File: src/rtl/io_bus_ctrl.sv
// IO bus master: accepts one CPU load/store at a time, selects the addressed
// device, waits for its ack under a timeout, captures registered read data and
// returns a single-cycle response.
//
// state   | meaning
// IDLE    | ready for a CPU request
// ACCESS  | device selected, waiting for its ack or the timeout
// CAPTURE | select dropped; device read data sampled on this edge
// RESP    | one-cycle response to the CPU
module io_bus_ctrl #(
   parameter int NUM_DEV = 4,
   parameter int IDX_W   = 2,
   parameter int IDX_LSB = 4,
   parameter int TIMEOUT = 16
) (
   input  logic                   clk,
   input  logic                   reset,
   input  logic                   cpu_req,
   input  logic                   cpu_we,
   input  logic [31:0]            cpu_addr,
   input  logic [31:0]            cpu_wdata,
   output logic                   cpu_ready,
   output logic                   cpu_resp_valid,
   output logic [31:0]            cpu_rdata,
   output logic                   cpu_err,
   output logic [31:0]            io_bus_addr,
   output logic [31:0]            io_bus_dat2,
   output logic                   io_bus_we,
   output logic [NUM_DEV-1:0]     dev_sel,
   input  logic [NUM_DEV-1:0]     dev_ack,
   input  logic [NUM_DEV*32-1:0]  dev_dat4
);

   typedef enum logic [1:0] {IDLE, ACCESS, CAPTURE, RESP} state_t;

   // Last ACCESS cycle count before giving up; the counter starts at 0 so the
   // select stays high for exactly TIMEOUT cycles.
   localparam logic [7:0] CNT_LAST = 8'(TIMEOUT - 1);

   state_t              state;
   logic [IDX_W-1:0]    idx;
   logic [IDX_W-1:0]    req_idx;
   logic [7:0]          cnt;
   logic                we_q;
   logic [NUM_DEV-1:0]  req_hit;
   logic                req_in_range;
   logic                ack_sel;
   logic [31:0]         dat_sel;

   // Decode the incoming index and mux the latched device's ack and read data.
   always_comb begin
      req_idx = cpu_addr[IDX_LSB +: IDX_W];
      req_hit = '0;
      ack_sel = 1'b0;
      dat_sel = '0;
      for (int i = 0; i < NUM_DEV; i++) begin
         req_hit[i] = (req_idx == IDX_W'(i));
         if (idx == IDX_W'(i)) begin
            ack_sel = dev_ack[i];
            dat_sel = dev_dat4[32*i +: 32];
         end
      end
      req_in_range = |req_hit;
   end

   // Transaction FSM; every CPU and bus output is a register of this block.
   always_ff @(posedge clk or negedge reset) begin
      if (!reset) begin
         state          <= IDLE;
         idx            <= '0;
         cnt            <= '0;
         we_q           <= 1'b0;
         cpu_ready      <= 1'b1;
         cpu_resp_valid <= 1'b0;
         cpu_rdata      <= '0;
         cpu_err        <= 1'b0;
         io_bus_addr    <= '0;
         io_bus_dat2    <= '0;
         io_bus_we      <= 1'b0;
         dev_sel        <= '0;
      end else begin
         case (state)
            IDLE: begin
               if (cpu_req) begin
                  io_bus_addr <= cpu_addr;
                  io_bus_dat2 <= cpu_wdata;
                  we_q        <= cpu_we;
                  idx         <= req_idx;
                  cnt         <= '0;
                  cpu_ready   <= 1'b0;
                  if (req_in_range) begin
                     state     <= ACCESS;
                     dev_sel   <= req_hit;
                     io_bus_we <= cpu_we;
                  end else begin
                     state          <= RESP;
                     cpu_resp_valid <= 1'b1;
                     cpu_err        <= 1'b1;
                     cpu_rdata      <= '0;
                  end
               end
            end
            ACCESS: begin
               // An ack in the limit cycle takes priority over the timeout.
               if (ack_sel) begin
                  state     <= CAPTURE;
                  dev_sel   <= '0;
                  io_bus_we <= 1'b0;
               end else if (cnt == CNT_LAST) begin
                  state          <= RESP;
                  dev_sel        <= '0;
                  io_bus_we      <= 1'b0;
                  cpu_resp_valid <= 1'b1;
                  cpu_err        <= 1'b1;
                  cpu_rdata      <= '0;
               end else begin
                  cnt <= cnt + 8'd1;
               end
            end
            CAPTURE: begin
               // Device data is registered one cycle after the ack edge and
               // may be cleared on this edge, so the pre-edge value is taken.
               cpu_rdata      <= we_q ? 32'd0 : dat_sel;
               cpu_err        <= 1'b0;
               cpu_resp_valid <= 1'b1;
               state          <= RESP;
            end
            RESP: begin
               cpu_resp_valid <= 1'b0;
               cpu_ready      <= 1'b1;
               state          <= IDLE;
            end
            default: state <= IDLE;
         endcase
      end
   end

endmodule

File: config.mk
export PLATFORM = sky130hd
export DESIGN_NAME = io_bus_ctrl
export DESIGN_NICKNAME = d
export VERILOG_FILES = /design/src/rtl/io_bus_ctrl.sv
export SDC_FILE = /design/constraint.sdc
export NUM_CORES = 1
export LEC_CHECK = 0
export ABC_CLOCK_PERIOD_IN_PS = 2830
export CORE_ASPECT_RATIO = 1.2
export CORE_MARGIN = 1
export CORE_UTILIZATION = 39
export CTS_CLUSTER_SIZE = 20
export DETAILED_ROUTE_END_ITERATION = 10
export HOLD_SLACK_MARGIN = 0.05
export PLACE_DENSITY = 0.81
export SYNTH_ARGS = -nofsm -noshare
export SYNTH_HDL_FRONTEND = slang
export SYNTH_SLANG_ARGS = --single-unit
File: constraint.sdc
create_clock -name clk -period 2.83 [get_ports clk]
set_clock_uncertainty 0.05 [all_clocks]
set_input_delay 0.566 -clock clk [delete_from_list [all_inputs] [get_ports clk]]
set_output_delay 0.566 -clock clk [all_outputs]
set_load 0.005 [all_outputs]
* After elaboration in Yosys (flattened, before gate mapping) *
Index checks and enable logic that the tools add are counted.

word-level totals
  output and inout bits = 104
  register bits = 117
  logic and storage cells = 85
  input bits = 200

cells by class
  equal/unequal tests = 17
  $add $sub $neg = 1
  multiplexer cells = 41
  reduce and logical (&&, ||, !) cells = 14

operators by type and width
  cell                                                             count
  32-bit two-way mux                                               9
  32-bit one-hot mux with 3 select lines                           1
  8-bit two-way mux                                                3
  4-bit two-way mux                                                4
  8-bit one-hot mux with 2 select lines                            1
  1-bit two-way mux                                                13
  2-bit == test, second input constant                             6
  2-bit inequality test, second input constant                     6
  4-bit AND reduction                                              3
  8-bit by 1-bit adder with 8-bit output, second input constant    1
  8-bit by 4-bit == test with 1-bit output, second input constant  1
  2-bit two-way mux                                                4
  2-bit one-hot mux with 4 select lines                            1
  4-bit one-hot mux with 2 select lines                            1
  2-bit by 1-bit == test with 1-bit output, second input constant  3
  2-bit zero test                                                  3
  2-bit AND reduction                                              3
  5-bit AND reduction                                              1
  1-bit one-hot mux with 2 select lines                            2
  1-bit one-hot mux with 4 select lines                            1
  2-bit nonzero test                                               2
  4-bit OR reduction                                               1
  3-bit inequality test, second input constant                     1
  1-bit one-hot mux with 3 select lines                            1
  3-bit nonzero test                                               1

* Depth between registers and ports, before layout *
Gate-level depths: netlist (run 1).

  depth after elaboration = 7
  mapped depth = 8
  mapped depth without buffers = 6

* Worst setup path after synthesis (run 1) *
OpenSTA, ideal clock, no wires.

  kind = reg-to-reg
  start = reg state[0]
  end = reg io_bus_addr[13]
  period minus slack after synthesis = 2.167 ns
  path slack = 0.663 ns
  cell stages (with the launch flop) = 8
  buffers on the path = 3
  arrival time = 1.992 ns
  library setup time = 0.125 ns
  required time = 2.655 ns
  path through = dfrtp_1 inv_1 ha_1 clkbuf_1 nand2_1 clkbuf_1 clkbuf_1 mux2_2

on the way
  longest elaborated chain between the ends = 2

ends and longest elaborated chain
  what                                  RTL line  source
  from (decl)                           40        state_t state;
  from (signal assigned)                69        state <= IDLE;
  from (signal assigned)                92        state <= ACCESS;
  from (signal assigned)                96        state <= RESP;
  2-bit zero test                       82        case (state)
  2-bit AND reduction (no source line)  n/a
  to (signal assigned)                  85        io_bus_addr <= cpu_addr;
  to (decl)                             26        output logic [31:0] io_bus_addr,

No other way between the ends.
A chain may end at the register's enable or synchronous reset.

* Worst setup path after layout (run 1) *
  start = reg state[0]
  end = reg cnt[7]

on the way
  longest elaborated chain between the ends = 3
  elaborated cells between the ends (all ways) = 8
  classes of those cells = 4 x eq/ne; 1 x mux; 3 x reduce/logical

ends and longest elaborated chain
  what                                                                          RTL line  source
  2-bit by 1-bit == test with 1-bit output or 2-bit zero test (tied branches)   82
  2-bit inequality test (no source line) or 2-bit nonzero test (tied branches)  n/a
  4-bit AND reduction (no source line)                                          n/a
  to (signal assigned)                                                          117       cnt <= cnt + 8'd1;
  to (decl)                                                                     43        logic [7:0] cnt;

Parallel ways exist; a longest one is shown, timed or not.

==> flow_metrics.tcl, run 1 <==
set metrics [dict create \
    post_cts_buffers 0 \
    dp_cells 876 \
    synth_nets 628 \
    rsz0062_at_grt "false" \
    crit_chain "inv_1, ha_1, mux2i_1, nor4b_1, o21ai_0, a221oi_1" \
    ios 304 \
    p_per_area_mw_per_mm2 1056 \
    vias 4667 \
    layout.nets 932 \
    max_freq_ghz 0.4296 \
    gp_congestion 0.8511 \
    yosys_warnings 0 \
    viasPerCell 5.146 \
    tns_ns 0 \
    cp_max_fo 13 \
    power_frac_comb_pct 46.9 \
    hp-class "input port to asynchronous set/reset pin" \
    grt_pass1_vias 5101 \
    switching_share_pct 31.44 \
    rows 46 \
    fin_crit_sh_pct 82.25 \
    syn2layout_area_growth_pct 70.59 \
    ir_drop_mv 0.5596 \
    drc_errors 0 \
    fin_util_pct 69.33 \
    start_kind "flop" \
    relSlewSlack_pct 46.13 \
    finalHoldViolations 0 \
    yosys-top-cells-count "dfrtp_1, nand2_1, mux2_2" \
    max_stage_delay_ns 0.48 \
    grt_overflow_total 0 \
    numCtsBuffers 17 \
    die_area_mm2 0.01445 \
    synth_seq_area_share_pct 52.82 \
    cts_hold_buf 0 \
    worst_pin_slew_ns 0.8081 \
    die_x_um 109.9 \
    tritoncts "yes" \
    start_util_pct 40.64 \
    synthTopCellsByArea "dfrtp_1, mux2_2, mux4_2" \
    core-area_mm2 0.01341 \
    ant_nets 0 \
    synth_ff_type "dfrtp_1" \
    worst_skew_pair.late_latency_ns 0.40 \
    cts.reportedPaths.clkPinSlew_ns 0.06 \
    final_max_slew_viol_count 0 \
    yosysMostFrequentCell "dfrtp_1" \
    dpl.hpwl_um 13680 \
    syn_area_per_cell_um2 12.88 \
    drt-initial-drc-count 212 \
    setup_violations 0 \
    switching_power_uw 3086 \
    synthesis.instances 423 \
    io_buffers 303 \
    p_leak_uw 0.003787 \
    path_delay_family "simple AND/OR/NAND/NOR gates" \
    arrival_ns 2.57 \
    syn_area_mm2 0.005450 \
    cp_data_required_time_ns 3.07 \
    p_int_uw 6731 \
    yosysTopAreaCell "dfrtp_1" \
    antenna_cells 0 \
    crit_path_top_delay_cell "nor4b_1" \
    synth_top_area_share_pct 52.34 \
    timing.critical_path.buf_inv 1 \
    cts.sinks 115 \
    grt_pass1_wl_um 26250 \
    layout-drive-gt1-share_pct 20.16 \
    min_period_ns 2.328 \
    synth-seq-cells 115 \
    root_buffer "clkbuf_16" \
    routed_wl_um 17020 \
    ctsResizeCount 0 \
    critPathKind "flop to flop" \
    synthArstFlopShare_pct 100.0 \
    ys_types 42 \
    p_clk_share_pct 23.1 \
    p_seq_share_pct 29.9 \
    maxCapViolCount 0 \
    antenna_found_initial 0 \
    grt_usage_pct 24.59 \
    cp-end-kind "flop" \
    floorplan.die.height_um 131.5 \
    synth-edff-count 0 \
    cts_max_level 4 \
    grt_max_degree 64 \
    drt_first_pass_iters 4 \
    clk_path_buf_depth 2 \
    final_cells 907 \
    post_drt_wl_per_cell_um 18.77 \
    status "completed" \
]
==> path summary, 6_finish.rpt <==
path / slack (ns) / cells past startpoint / startpoint / endpoint
worst max-delay path: 0.50 / 6 / state[0] / cnt[7]
worst min register to register: 0.43 / 2 / cpu_rdata[31] / cpu_rdata[31]
worst max register to register: 0.50 / 6 / state[0] / cnt[7]
min in group clk: 0.43 / 2 / cpu_rdata[31] / cpu_rdata[31]
max in group asynchronous: 1.79 / 2 / reset / cpu_rdata[5]
worst min-delay path: 0.19 / 1 / reset / io_bus_dat2[15]
==> layout make-up <==
cell class                 instances  area (µm²)
sequential                       115        2880
clock buffer                      18       439.2
timing repair buffer             314        3138
multi-input combinational        275        2417
clock inverter                    13       197.7
tap                              168       210.2
inverter                           4       15.01
fill                             980        4113
==> sequential cells by signal, indices dropped and copies added (netlist names) <==
register and count:
cpu_resp_valid 1, state 2, io_bus_dat2 32, dev_sel 4
io_bus_we 1, cpu_err 1, cnt 8, io_bus_addr 32
we_q 1, cpu_ready 1, cpu_rdata 32
==> cells by family after synthesis <==
family	share of synthesized area, %
flops	52.82
simple gates	8.150
mux	27.82
compound gates	7.117
buf+inv	2.938
fa+ha+maj	1.148
==> metrics by stage <==
stage	setup slack, ns	area, µm²	power (µW)	hold slack [ns]
finish	0.5022	9298	9818	0.1931
global route	0.3249	9298	10440	0.2463
CTS	0.4956	9298	9949	0.2178
detailed placement	0.2160	8661	7619	0.4266
global placement	0.2942	8661	7433	0.4174
floorplan	0.6634	5450	5151	0.2204
==> metal layers <==
metal  routed length, µm  vias up  track usage, %
met5                   0        -               0
met4                 320        0           7.852
met3                1463       22           7.490
met2                9316      242           45.45
met1                5921     2252           25.74
li1                    -     2151               -
==> placed cells by master (no fill, tap or decap), types with 3 or more instances in the layout <==
master / synthesis / final
a211oi_1: 3 / 3
a21oi_1: 3 / 3
buf_4: 0 / 10
bufinv_16: 0 / 4
clkbuf_16: 0 / 17
clkdlybuf4s50_1: 0 / 302
clkinv_4: 0 / 3
dfrtp_1: 114 / 113
ha_1: 5 / 5
inv_1: 4 / 4
inv_6: 0 / 5
mux2_2: 66 / 66
mux2i_1: 3 / 3
mux4_2: 33 / 33
nand2_1: 74 / 73
nand3_1: 4 / 4
nand4_1: 3 / 3
nor2_1: 10 / 10
o21ai_0: 12 / 12
o21ai_1: 29 / 29
==> power by group through the flow <==
stage / logic [µW] / registers (µW) / clock network (µW)
3_5_place_dp: 4650 / 2970 / 0
3_3_place_gp: 4520 / 2910 / 0
6_report: 4610 / 2940 / 2270
2_1_floorplan: 2200 / 2950 / 0
4_1_cts: 4670 / 2950 / 2330
5_1_grt: 4980 / 3050 / 2410
Power figures use the tool's default switching activity.
==> run 2: changes to the inputs <==
ABC_CLOCK_PERIOD_IN_PS = 2090   (was 2830)
CORE_UTILIZATION = 35   (was 39)
PLACE_DENSITY = 0.77   (was 0.81)
clock period = 2.09 ns   (was 2.83 ns; I/O delays follow)
==> run 2 against run 1 <==
  * The flow now finishes with violations (negative setup slack)
  * Global-route usage decreased by 2.5 points
  * Largest cell class unchanged
  * Via count is 3.2% higher
  * First-iteration DRC count shrank 28%
  * Die area increased by 11%
  * Critical path depth unchanged
  * Combinational power up 54%
  * Routed wire length rose by 6.3%
  * Register-to-register slack worse by 0.50 ns
==> flow_metrics.tcl, run 2 (synthesis results as in run 1) <==
set metrics [dict create \
    rsz0062_at_grt "true" \
    critPathKind "input port to flop" \
    r2r_end "cpu_rdata[19]" \
    violations "negative setup slack" \
    finalHoldViolations 0 \
    p_per_area_mw_per_mm2 1448 \
    gp_congestion 0.9034 \
    routed_wl_um 18090 \
    cts.sinks 115 \
    min_from "cpu_rdata[11]" \
    layout.nets 957 \
    r2r_start "io_bus_addr[4]" \
    post_drt_wl_per_cell_um 18.67 \
    grt_pass1_vias 5150 \
    setup_violations 4 \
    min_period_ns 2.104 \
    cts_max_level 4 \
    relSlewSlack_pct 73.42 \
    worst-r2r-cell-count 5 \
    drt_first_pass_iters 5 \
    tritoncts "yes" \
    ant_nets 0 \
    worst_skew_pair.late_latency_ns 0.40 \
    drt-initial-drc-count 153 \
    grt_max_degree 68 \
    max_freq_ghz 0.4753 \
    hp-class "flop to flop" \
    worst_pin_slew_ns 0.3987 \
    die_area_mm2 0.01608 \
    antenna_found_initial 0 \
    most-common-layout-cells "clkdlybuf4s50_1, dfrtp_1, nand2_1" \
    viasPerCell 4.972 \
    grt_pass1_wl_um 26720 \
    fin_crit_sh_pct 100.7 \
    cp_max_fo 17 \
    antenna_cells 0 \
    final_common_cell "clkdlybuf4s50_1" \
    start_util_pct 36.14 \
    drc_errors 0 \
    min_to "cpu_rdata[11]" \
    start_kind "input port" \
    cp-end-kind "flop" \
    maxCapViolCount 0 \
    p_leak_uw 0.003952 \
    cp_data_required_time_ns 2.32 \
    io_buffers 303 \
    arrival_ns 2.34 \
    clk_path_buf_depth 2 \
    floorplan.die.height_um 138.7 \
    ios 304 \
    reg2reg_slack_ns 0 \
    root_buffer "clkbuf_16" \
    grt_overflow_total 0 \
    hold_path_depth 2 \
    dpl.hpwl_um 13240 \
    die_x_um 115.9 \
    layout-drive-gt1-share_pct 23.53 \
    core-area_mm2 0.01508 \
    largestRegisters "cpu_rdata: 32 flops, io_bus_addr: 32 flops, io_bus_dat2: 32 flops" \
    rows 49 \
    setup_slack_ns -0.01406 \
    pre_cts_slack_ns -0.4162 \
    vias 4818 \
    numCtsBuffers 17 \
    total_power_uw 14020 \
    grt_usage_pct 22.05 \
    cts.reportedPaths.clkPinSlew_ns 0.05 \
    status "finished, violations left" \
    syn2layout_area_growth_pct 77.69 \
    final_max_slew_viol_count 0 \
    ir_drop_mv 0.8342 \
]
## run 2: cell count changes in the layout (fill, tap and decap cells not counted), sizes merged
| cell | change |
|---|---|
| bufinv | -1 |
| dlygate4sd3 | +1 |
| clkbuf | +4 |
| clkinvlp | +3 |
| clkinv | +2 |
| buf | +20 |
| inv | -4 |
| bufbuf | +1 |
## run 2: metrics by stage
stage / setup TNS, ns / hold slack [ns] / cell area (µm²) / util [%] / cells
floorplan: -3.064 / 0.07241 / 5450 / - / 423
global placement: -14.03 / 0.3211 / 8848 / 58.67 / 926
detailed placement: -15.53 / 0.3250 / 8848 / 58.67 / 926
CTS: -0.007490 / 0.4373 / 9535 / 63.22 / 963
global route: -0.1438 / 0.4617 / 9684 / 64.21 / 969
finish: -0.02656 / 0.4268 / 9684 / 64.21 / 969
## run 2: repair_timing
action	CTS	global route
hold buffers	1	0
endpoints found under the hold margin	27	0
gates cloned	1	4
resized for setup	4	16
buffers inserted	3	2
endpoints found under the setup margin	21	43
pin swaps	0	2
## run 2: routing by layer
| metal | wire length (µm) | up-vias | track usage, % |
|---|---|---|---|
| met3 | 1483 | 30 | 7.124 |
| li1 | - | 2203 | - |
| met5 | 0 | - | 0 |
| met1 | 7001 | 2331 | 24.87 |
| met4 | 417 | 0 | 7.827 |
| met2 | 9187 | 254 | 38.44 |
## run 2: power breakdown
| part | switching, µW | internal, µW |
|---|---|---|
| registers | 670 | 3340 |
| clock network | 1010 | 1900 |
| logic | 2780 | 4320 |
## run 2: critical path, cell delays in order
cell	delay [ns]
clkdlybuf4s50_1	0.45
mux4_2	0.53
o41a_4	0.58
clkbuf_16	0.21
nand2_1	0.09
o21ai_1	0.06
## run 2: worst max path at each step
stage / cells after the start / start / slack [ns] / to
after floorplan: 7 / state[0] / -0.08 / io_bus_addr[13]
after global routing: 4 / io_bus_addr[4] / -0.02 / cpu_rdata[2]
after global placement: 6 / dev_ack[2] / -0.34 / cpu_rdata[22]
after CTS: 7 / state[0] / -0.004 / cpu_rdata[24]
final: 6 / dev_ack[2] / -0.01 / cpu_rdata[19]
after detailed placement: 6 / dev_ack[2] / -0.42 / cpu_rdata[24]
## run 2: area by class of cell
type / instances / area [µm²]
well taps: 204 / 255.2
multi-input cells: 275 / 2465
clock inverters: 13 / 157.7
clock buffers: 19 / 442.9
flip-flops and latches: 115 / 2882
repair buffers: 339 / 3467
inverters: 4 / 15.01
fillers: 1153 / 5398
==> run 3: changes to the inputs <==
SLEW_MARGIN = 15   (was default)
==> results of run 3 <==
No change in the layout: final DEF, timing and power equal those of run 2.
